### src/rtl/da_spi_pkg.sv
// da_spi_pkg: shared state encoding, field positions and frame status type
// for the DA SPI slave.
package da_spi_pkg;

  localparam int BYTE_W       = 8;
  localparam int INSTR_RW_BIT = 7;

  typedef enum logic [2:0] {
    IDLE,
    INSTR,
    WDATA,
    RDATA,
    DRAIN
  } state_e;

  typedef struct packed {
    logic done;
    logic err;
  } frame_status_t;

endpackage

### src/rtl/da_spi_sync_edge.sv
// da_spi_sync_edge: multi-flop synchronizer followed by a registered edge
// detector; lvl_o is time-aligned with the rise/fall pulses.
module da_spi_sync_edge #(
  parameter int STAGES = 2
) (
  input  logic clk_i,
  input  logic rst_ni,
  input  logic async_i,
  output logic lvl_o,
  output logic rise_o,
  output logic fall_o
);

  logic [STAGES-1:0] sync_q;
  logic              prev_q;
  logic              rise_q;
  logic              fall_q;

  // Reset to low so a CS already low when reset drops produces no cs_fall.
  always_ff @(posedge clk_i or negedge rst_ni) begin
    if (!rst_ni) begin
      sync_q <= '0;
      prev_q <= 1'b0;
      rise_q <= 1'b0;
      fall_q <= 1'b0;
    end else begin
      sync_q <= {sync_q[STAGES-2:0], async_i};
      prev_q <= sync_q[STAGES-1];
      rise_q <= sync_q[STAGES-1] & ~prev_q;
      fall_q <= ~sync_q[STAGES-1] & prev_q;
    end
  end

  assign lvl_o  = prev_q;
  assign rise_o = rise_q;
  assign fall_o = fall_q;

endmodule

### src/rtl/da_spi_slave.sv
// da_spi_slave: mode-0 SPI responder writing an auto-incrementing register file.
// SDO read-back is built only when DA_SPI_SLV_READBACK_EN is defined.
module da_spi_slave
  import da_spi_pkg::*;
#(
  parameter int ADDR_W      = 4,
  parameter int SYNC_STAGES = 2
) (
  input  logic              GCLK,
  input  logic              Cir_resetn,
  input  logic              DA_SCLK_IN,
  input  logic              DA_CS_IN,
  input  logic              DA_SPI_IN,
  output logic              DA_SDO_OUT,
  output logic              DA_SDO_OE,
  output logic              wr_en,
  output logic [ADDR_W-1:0] wr_addr,
  output logic [7:0]        wr_data,
  output logic              frame_done,
  output logic              frame_err,
  output logic [7:0]        byte_cnt
);
  // state | meaning
  // IDLE  | CS high, waiting for cs_fall
  // INSTR | shifting in the instruction byte
  // WDATA | each full byte written to regfile[addr], addr++
  // RDATA | regfile[addr] shifted out on SDO, addr++ per byte
  // DRAIN | illegal instruction, bits ignored until CS rises

  localparam int DEPTH = 2**ADDR_W;
`ifdef DA_SPI_SLV_READBACK_EN
  localparam state_e READ_ST = RDATA;
`else
  localparam state_e READ_ST = DRAIN;
`endif

  logic sclk_lvl, sclk_rise, sclk_fall;
  logic cs_lvl, cs_rise, cs_fall;
  logic mosi_lvl, mosi_rise, mosi_fall;

  da_spi_sync_edge #(.STAGES(SYNC_STAGES)) u_sync_sclk (
    .clk_i(GCLK), .rst_ni(Cir_resetn), .async_i(DA_SCLK_IN),
    .lvl_o(sclk_lvl), .rise_o(sclk_rise), .fall_o(sclk_fall));
  da_spi_sync_edge #(.STAGES(SYNC_STAGES)) u_sync_cs (
    .clk_i(GCLK), .rst_ni(Cir_resetn), .async_i(DA_CS_IN),
    .lvl_o(cs_lvl), .rise_o(cs_rise), .fall_o(cs_fall));
  da_spi_sync_edge #(.STAGES(SYNC_STAGES)) u_sync_mosi (
    .clk_i(GCLK), .rst_ni(Cir_resetn), .async_i(DA_SPI_IN),
    .lvl_o(mosi_lvl), .rise_o(mosi_rise), .fall_o(mosi_fall));

  logic unused_sync;
  assign unused_sync = ^{sclk_lvl, mosi_rise, mosi_fall};

  state_e              state_q, state_d;
  logic [2:0]          bit_cnt_q, bit_cnt_d;
  logic [BYTE_W-2:0]   rx_q, rx_d;
  logic [ADDR_W-1:0]   addr_q, addr_d;
  logic [7:0]          byte_cnt_q, byte_cnt_d;
  logic                wr_en_q, wr_en_d;
  logic [ADDR_W-1:0]   wr_addr_q, wr_addr_d;
  logic [BYTE_W-1:0]   wr_data_q, wr_data_d;
  frame_status_t       status_q, status_d;
  logic [BYTE_W-1:0]   rx_byte;
  logic                sclk_rise_v, sclk_fall_v;
  logic [BYTE_W-1:0]   regfile_q [DEPTH];

  assign rx_byte     = {rx_q, mosi_lvl};
  assign sclk_rise_v = sclk_rise & ~cs_lvl & (state_q != IDLE);
  assign sclk_fall_v = sclk_fall & ~cs_lvl & (state_q != IDLE);

  always_comb begin
    state_d    = state_q;
    bit_cnt_d  = bit_cnt_q;
    rx_d       = rx_q;
    addr_d     = addr_q;
    byte_cnt_d = byte_cnt_q;
    wr_en_d    = 1'b0;
    wr_addr_d  = wr_addr_q;
    wr_data_d  = wr_data_q;
    status_d   = '0;
    if (cs_fall) begin
      // A fall outside IDLE means the previous frame never closed cleanly.
      status_d.err = (state_q != IDLE);
      state_d      = INSTR;
      bit_cnt_d    = '0;
      byte_cnt_d   = '0;
    end else if (cs_rise) begin
      state_d   = IDLE;
      bit_cnt_d = '0;
      case (state_q)
        INSTR, WDATA, RDATA: begin
          status_d.err  = (bit_cnt_q != 3'd0);
          status_d.done = (bit_cnt_q == 3'd0);
        end
        DRAIN:   status_d.err = 1'b1;
        default: ;
      endcase
    end else if (sclk_rise_v) begin
      rx_d      = rx_byte[BYTE_W-2:0];
      bit_cnt_d = bit_cnt_q + 3'd1;
      if (bit_cnt_q == 3'd7) begin
        case (state_q)
          INSTR: begin
            addr_d = rx_byte[ADDR_W-1:0];
            if ((rx_byte[BYTE_W-2:0] >> ADDR_W) != '0) state_d = DRAIN;
            else if (rx_byte[INSTR_RW_BIT])            state_d = READ_ST;
            else                                       state_d = WDATA;
          end
          WDATA: begin
            wr_en_d   = 1'b1;
            wr_addr_d = addr_q;
            wr_data_d = rx_byte;
            addr_d    = addr_q + 1'b1;
            if (byte_cnt_q != 8'hFF) byte_cnt_d = byte_cnt_q + 8'd1;
          end
          default: ;
        endcase
      end
    end else if (sclk_fall_v && state_q == RDATA && bit_cnt_q == 3'd0) begin
      addr_d = addr_q + 1'b1;
    end
  end

  always_ff @(posedge GCLK or negedge Cir_resetn) begin
    if (!Cir_resetn) begin
      state_q    <= IDLE;
      bit_cnt_q  <= '0;
      rx_q       <= '0;
      addr_q     <= '0;
      byte_cnt_q <= '0;
      wr_en_q    <= 1'b0;
      wr_addr_q  <= '0;
      wr_data_q  <= '0;
      status_q   <= '0;
    end else begin
      state_q    <= state_d;
      bit_cnt_q  <= bit_cnt_d;
      rx_q       <= rx_d;
      addr_q     <= addr_d;
      byte_cnt_q <= byte_cnt_d;
      wr_en_q    <= wr_en_d;
      wr_addr_q  <= wr_addr_d;
      wr_data_q  <= wr_data_d;
      status_q   <= status_d;
    end
  end

  always_ff @(posedge GCLK or negedge Cir_resetn) begin
    if (!Cir_resetn) begin
      for (int i = 0; i < DEPTH; i++) regfile_q[i] <= '0;
    end else if (wr_en_q) begin
      regfile_q[wr_addr_q] <= wr_data_q;
    end
  end

`ifdef DA_SPI_SLV_READBACK_EN
  logic [BYTE_W-1:0] rd_sh_q;
  logic [BYTE_W-1:0] rd_byte;
  logic              sdo_q, oe_q;

  assign rd_byte = regfile_q[addr_q];

  // Byte boundary falls load the next byte; the others shift one bit out.
  always_ff @(posedge GCLK or negedge Cir_resetn) begin
    if (!Cir_resetn) begin
      rd_sh_q <= '0;
      sdo_q   <= 1'b0;
      oe_q    <= 1'b0;
    end else if (cs_fall || cs_rise) begin
      sdo_q <= 1'b0;
      oe_q  <= 1'b0;
    end else if (sclk_fall_v && state_q == RDATA) begin
      if (bit_cnt_q == 3'd0) begin
        sdo_q   <= rd_byte[BYTE_W-1];
        rd_sh_q <= rd_byte << 1;
        oe_q    <= 1'b1;
      end else begin
        sdo_q   <= rd_sh_q[BYTE_W-1];
        rd_sh_q <= rd_sh_q << 1;
      end
    end
  end

  assign DA_SDO_OUT = sdo_q;
  assign DA_SDO_OE  = oe_q;
`else
  logic unused_rf;
  always_comb begin
    unused_rf = 1'b0;
    for (int i = 0; i < DEPTH; i++) unused_rf = unused_rf ^ (^regfile_q[i]);
  end

  assign DA_SDO_OUT = 1'b0;
  assign DA_SDO_OE  = 1'b0;
`endif

  assign wr_en      = wr_en_q;
  assign wr_addr    = wr_addr_q;
  assign wr_data    = wr_data_q;
  assign frame_done = status_q.done;
  assign frame_err  = status_q.err;
  assign byte_cnt   = byte_cnt_q;

endmodule

### config.mk
export PLATFORM = sky130hd
export DESIGN_NAME = da_spi_slave
export DESIGN_NICKNAME = d
export VERILOG_FILES = /design/src/rtl/da_spi_pkg.sv /design/src/rtl/da_spi_sync_edge.sv /design/src/rtl/da_spi_slave.sv
export SDC_FILE = /design/constraint.sdc
export NUM_CORES = 1
export LEC_CHECK = 0
export ABC_AREA = 0
export ABC_CLOCK_PERIOD_IN_PS = 2100
export CAP_MARGIN = 40
export CELL_PAD_IN_SITES_DETAIL_PLACEMENT = 0
export CELL_PAD_IN_SITES_GLOBAL_PLACEMENT = 1
export CORE_MARGIN = 2
export CORE_UTILIZATION = 30
export CTS_CLUSTER_SIZE = 10
export DETAILED_ROUTE_END_ITERATION = 10
export DONT_BUFFER_PORTS = 1
export PLACE_DENSITY = 0.54
export REMOVE_ABC_BUFFERS = 1
export SKIP_LAST_GASP = 1
export SYNTH_ARGS = -nofsm -noshare
export SYNTH_HDL_FRONTEND = slang
export SYNTH_SLANG_ARGS = --single-unit
export TNS_END_PERCENT = 1
### constraint.sdc
create_clock -name GCLK -period 2.1 [get_ports GCLK]
set_input_delay 0.315 -clock GCLK [delete_from_list [all_inputs] [get_ports GCLK]]
set_output_delay 0.315 -clock GCLK [all_outputs]
set_load 0.01 [all_outputs]
==> impl_metrics.ini, run 1 <==
[route]
vias = 1515
drc = 0
routed_wl_mm = 4.61
first_pass_iters = 4
wl_per_cell_microns = 14.0
drt_iter0_markers = 67
ant_nets = 0
vias_per_cell = 4.59

[setup_path]
cp-startpoint = bit_cnt_q[0]
startpoint_type = register
end_kind = register
cp_max_fo = 6
worstPathRequired_ps = 2300
r2r_start = bit_cnt_q[0]
cp_data_arrival_time_ps = 2200
critPathKind = register to register

[power]
p_comb_frac = 0.103
internal_power_uw = 1420
swShare = 0.261
p_clk_frac = 0.298
p_leak_uw = 0.00128
p_seq_frac = 0.599
ir_drop_uv = 231
cellPowerDensity_nw_per_um2 = 714
p_sw_uw = 502

[logic_synthesis]
synth_warnings = 0
synth.largest_area_cell = dfrtp_1
synth-edff-count = 0
synth_adder_area_share = 0.0268
synth_top_family_by_area = simple AND/OR/NAND/NOR gates
synth_area_sq_um = 2330
ys_ff_latch = 53
synth_compound_area_frac = 0.0857
synthSimpleGateAreaFrac = 0.175
synth_top_area_frac = 0.568
yosys-mux-area-fraction = 0.101
async_reset_ff_frac = 1.00
synth_flop_cell = dfrtp_1
synth-seq-area-share = 0.568
postSynthCellCount = 205
syn_area_per_cell_sq_um = 11.4
synth_xor_area_frac = 0.00750
synth_common_cells = 53 x dfrtp_1, 30 x nand2_1, 10 x a21oi_1, 10 x mux2_4
synthTopCellsByArea = dfrtp_1 57%, mux2_4 6.4%, nand2_1 4.8%, ha_1 2.7%, mux2_2 2.4%
netlist-cell-type-count = 44
synth.most_common_cell = dfrtp_1

[global_routing]
met1_usage = 0.155
antenna_found_initial = 0
grt_overflow = 0
grt_util_all_layers = 0.116
top_usage_layer = met2
met2_usage = 0.175
grt_pass1_wl_mm = 7.70
grt_pass1_vias = 1508
met3_usage = 0.0411
grt_max_degree = 54

[clocking]
clk_path_buf_depth = 2
clkTransAtPathRegs_ps = 90
cts_buffers = 5
cts_tree = done
cts_max_level = 2
cts_setup_buffers = 0
clk_latency_ps = 310
clock_sinks = 53
root_buffer = clkbuf_8

[cells_and_area]
layout.nets = 237
seq_area_sq_um = 1330
final_util = 0.352
multi_input_area_sq_um = 948
area.growth.synth_to_final_pct = 15.3
diodes = 0
drive_gt1_frac = 0.202
fillers = 760
instances_no_fill = 330

[place]
dpl.hpwl_mm = 3.23
dp_cells = 320
place_congestion = 0.793
port_buffers = 0

[timing]
post-route-min-period_ps = 2000
finalCritPeriodShare = 0.951
slew_viol_final = 0
max_freq_mhz = 501
setup-violations-final = 0
rsz0062_at_grt = yes
final.setup_skew_ps = 4.22
hold_viol = 0

[floorplanning]
die_w_microns = 92.2
fp-row-count = 32
pin_count = 30
die-area_sq_um = 8500
core_sq_um = 7650
chipHeight_microns = 92.2
start_util = 0.305

[worst_hold_path]
hold_path_startpoint = DA_CS_IN
hp-class = input pin to register

[run]
maxCapViolations = 0

[status]
outcome = finished clean
[cell type report]
| type | count | area share |
|---|---|---|
| flip-flops and latches | 53 | 0.493 |
| multi-input cells | 138 | 0.352 |
| repair buffers | 20 | 0.0641 |
| well taps | 102 | 0.0474 |
| clock buffers | 7 | 0.0283 |
| inverters | 9 | 0.0125 |
| clock inverters | 1 | 0.00279 |
[layer usage]
| metal | routed length (microns) | up-vias |
|---|---|---|
| li1 | - | 753 |
| met1 | 2250 | 726 |
| met2 | 2060 | 29 |
| met3 | 226 | 7 |
| met4 | 72 | 0 |
| met5 | 0 | - |
[power groups by stage]
stage | logic, uW | registers (uW) | clock network, uW
after floorplan | 125 | 1150 | 0
after global placement | 173 | 1170 | 0
after detailed placement | 174 | 1170 | 0
after CTS | 203 | 1150 | 601
after global routing | 227 | 1170 | 631
final | 199 | 1150 | 572
[metrics by stage]
step / hold WS [ps] / total power [uW] / worst slack [ps] / area (sq um) / TNS (ps)
global route: 2.36 / 2020 / -11.4 / 2690 / -23.0
floorplan: 19.4 / 1280 / 163 / 2290 / 0
detailed placement: 20.8 / 1350 / 46.9 / 2560 / 0
CTS: 12.8 / 1960 / 43.3 / 2680 / 0
finish: 23.5 / 1920 / 103 / 2690 / 0
global placement: 20.7 / 1350 / 80.4 / 2560 / 0
[worst max-delay path, cell delays in order (launching register included)]
cell and delay, ps:
dfrtp_1 390, ha_1 160, ha_1 170, nand2_1 80
or4_4 570, nor4_4 170, mux2_2 360
[cell usage in the layout, fill, tap and decap left out, drive strengths merged, types with 2 or more instances in the layout]
master    n
o31ai     2
ha        5
mux2     15
a31oi     2
o21ai     4
nor2      9
nand3     6
or2       3
a2bb2oi   2
or4       5
clkbuf    7
a21oi    10
dfrtp    53
buf      19
o21a      2
inv       9
conb      2
a211oi    3
nand2b    3
nand4     2
nor3      5
nand2    30
nor2b     9
mux2i     3
and3      2
[worst paths after layout]
path,slack [ps],cells after the start,to
max in group asynchronous,1340,2,addr_q[1]
min reg2reg,350,0,u_sync_mosi.lvl_o
min,20,0,u_sync_cs.sync_q[0]
max reg2reg,100,6,byte_cnt[5]
max,100,6,byte_cnt[5]
min in group asynchronous,530,2,byte_cnt[2]
[state kept, by name (all words and copies together) (netlist names), 2 cells and up]
name / count
bit_cnt_q: 3
u_sync_mosi.sync_q: 2
addr_q: 4
u_sync_sclk.sync_q: 2
wr_addr: 4
wr_data: 8
byte_cnt: 8
state_q: 3
u_sync_cs.sync_q: 2
rx_q: 7
[repair_timing]
action / CTS / global route
resized for setup: 0 / 2
endpoints found under the setup margin: 0 / 1
endpoints found under the hold margin: 53 / 0
hold buffers: 2 / 0
[cells by family (layout without fill, tap and decap cells)]
kind of cell	Yosys count	in the layout
buffers and inverters	15	37
and+or+nand+nor	80	80
other	1	2
DFF	53	53
muxes	18	18
AOI/OAI and AO/OA	31	31
adders and majority gates	5	5
xor gates and xnor gates	2	2
(Power assumes the default switching activity.)
==> run 2: changes to the inputs <==
CTS_CLUSTER_SIZE = unset   (was 10)
==> results of run 2 <==
The final DEF is identical to that of run 1; final timing and power are the same.
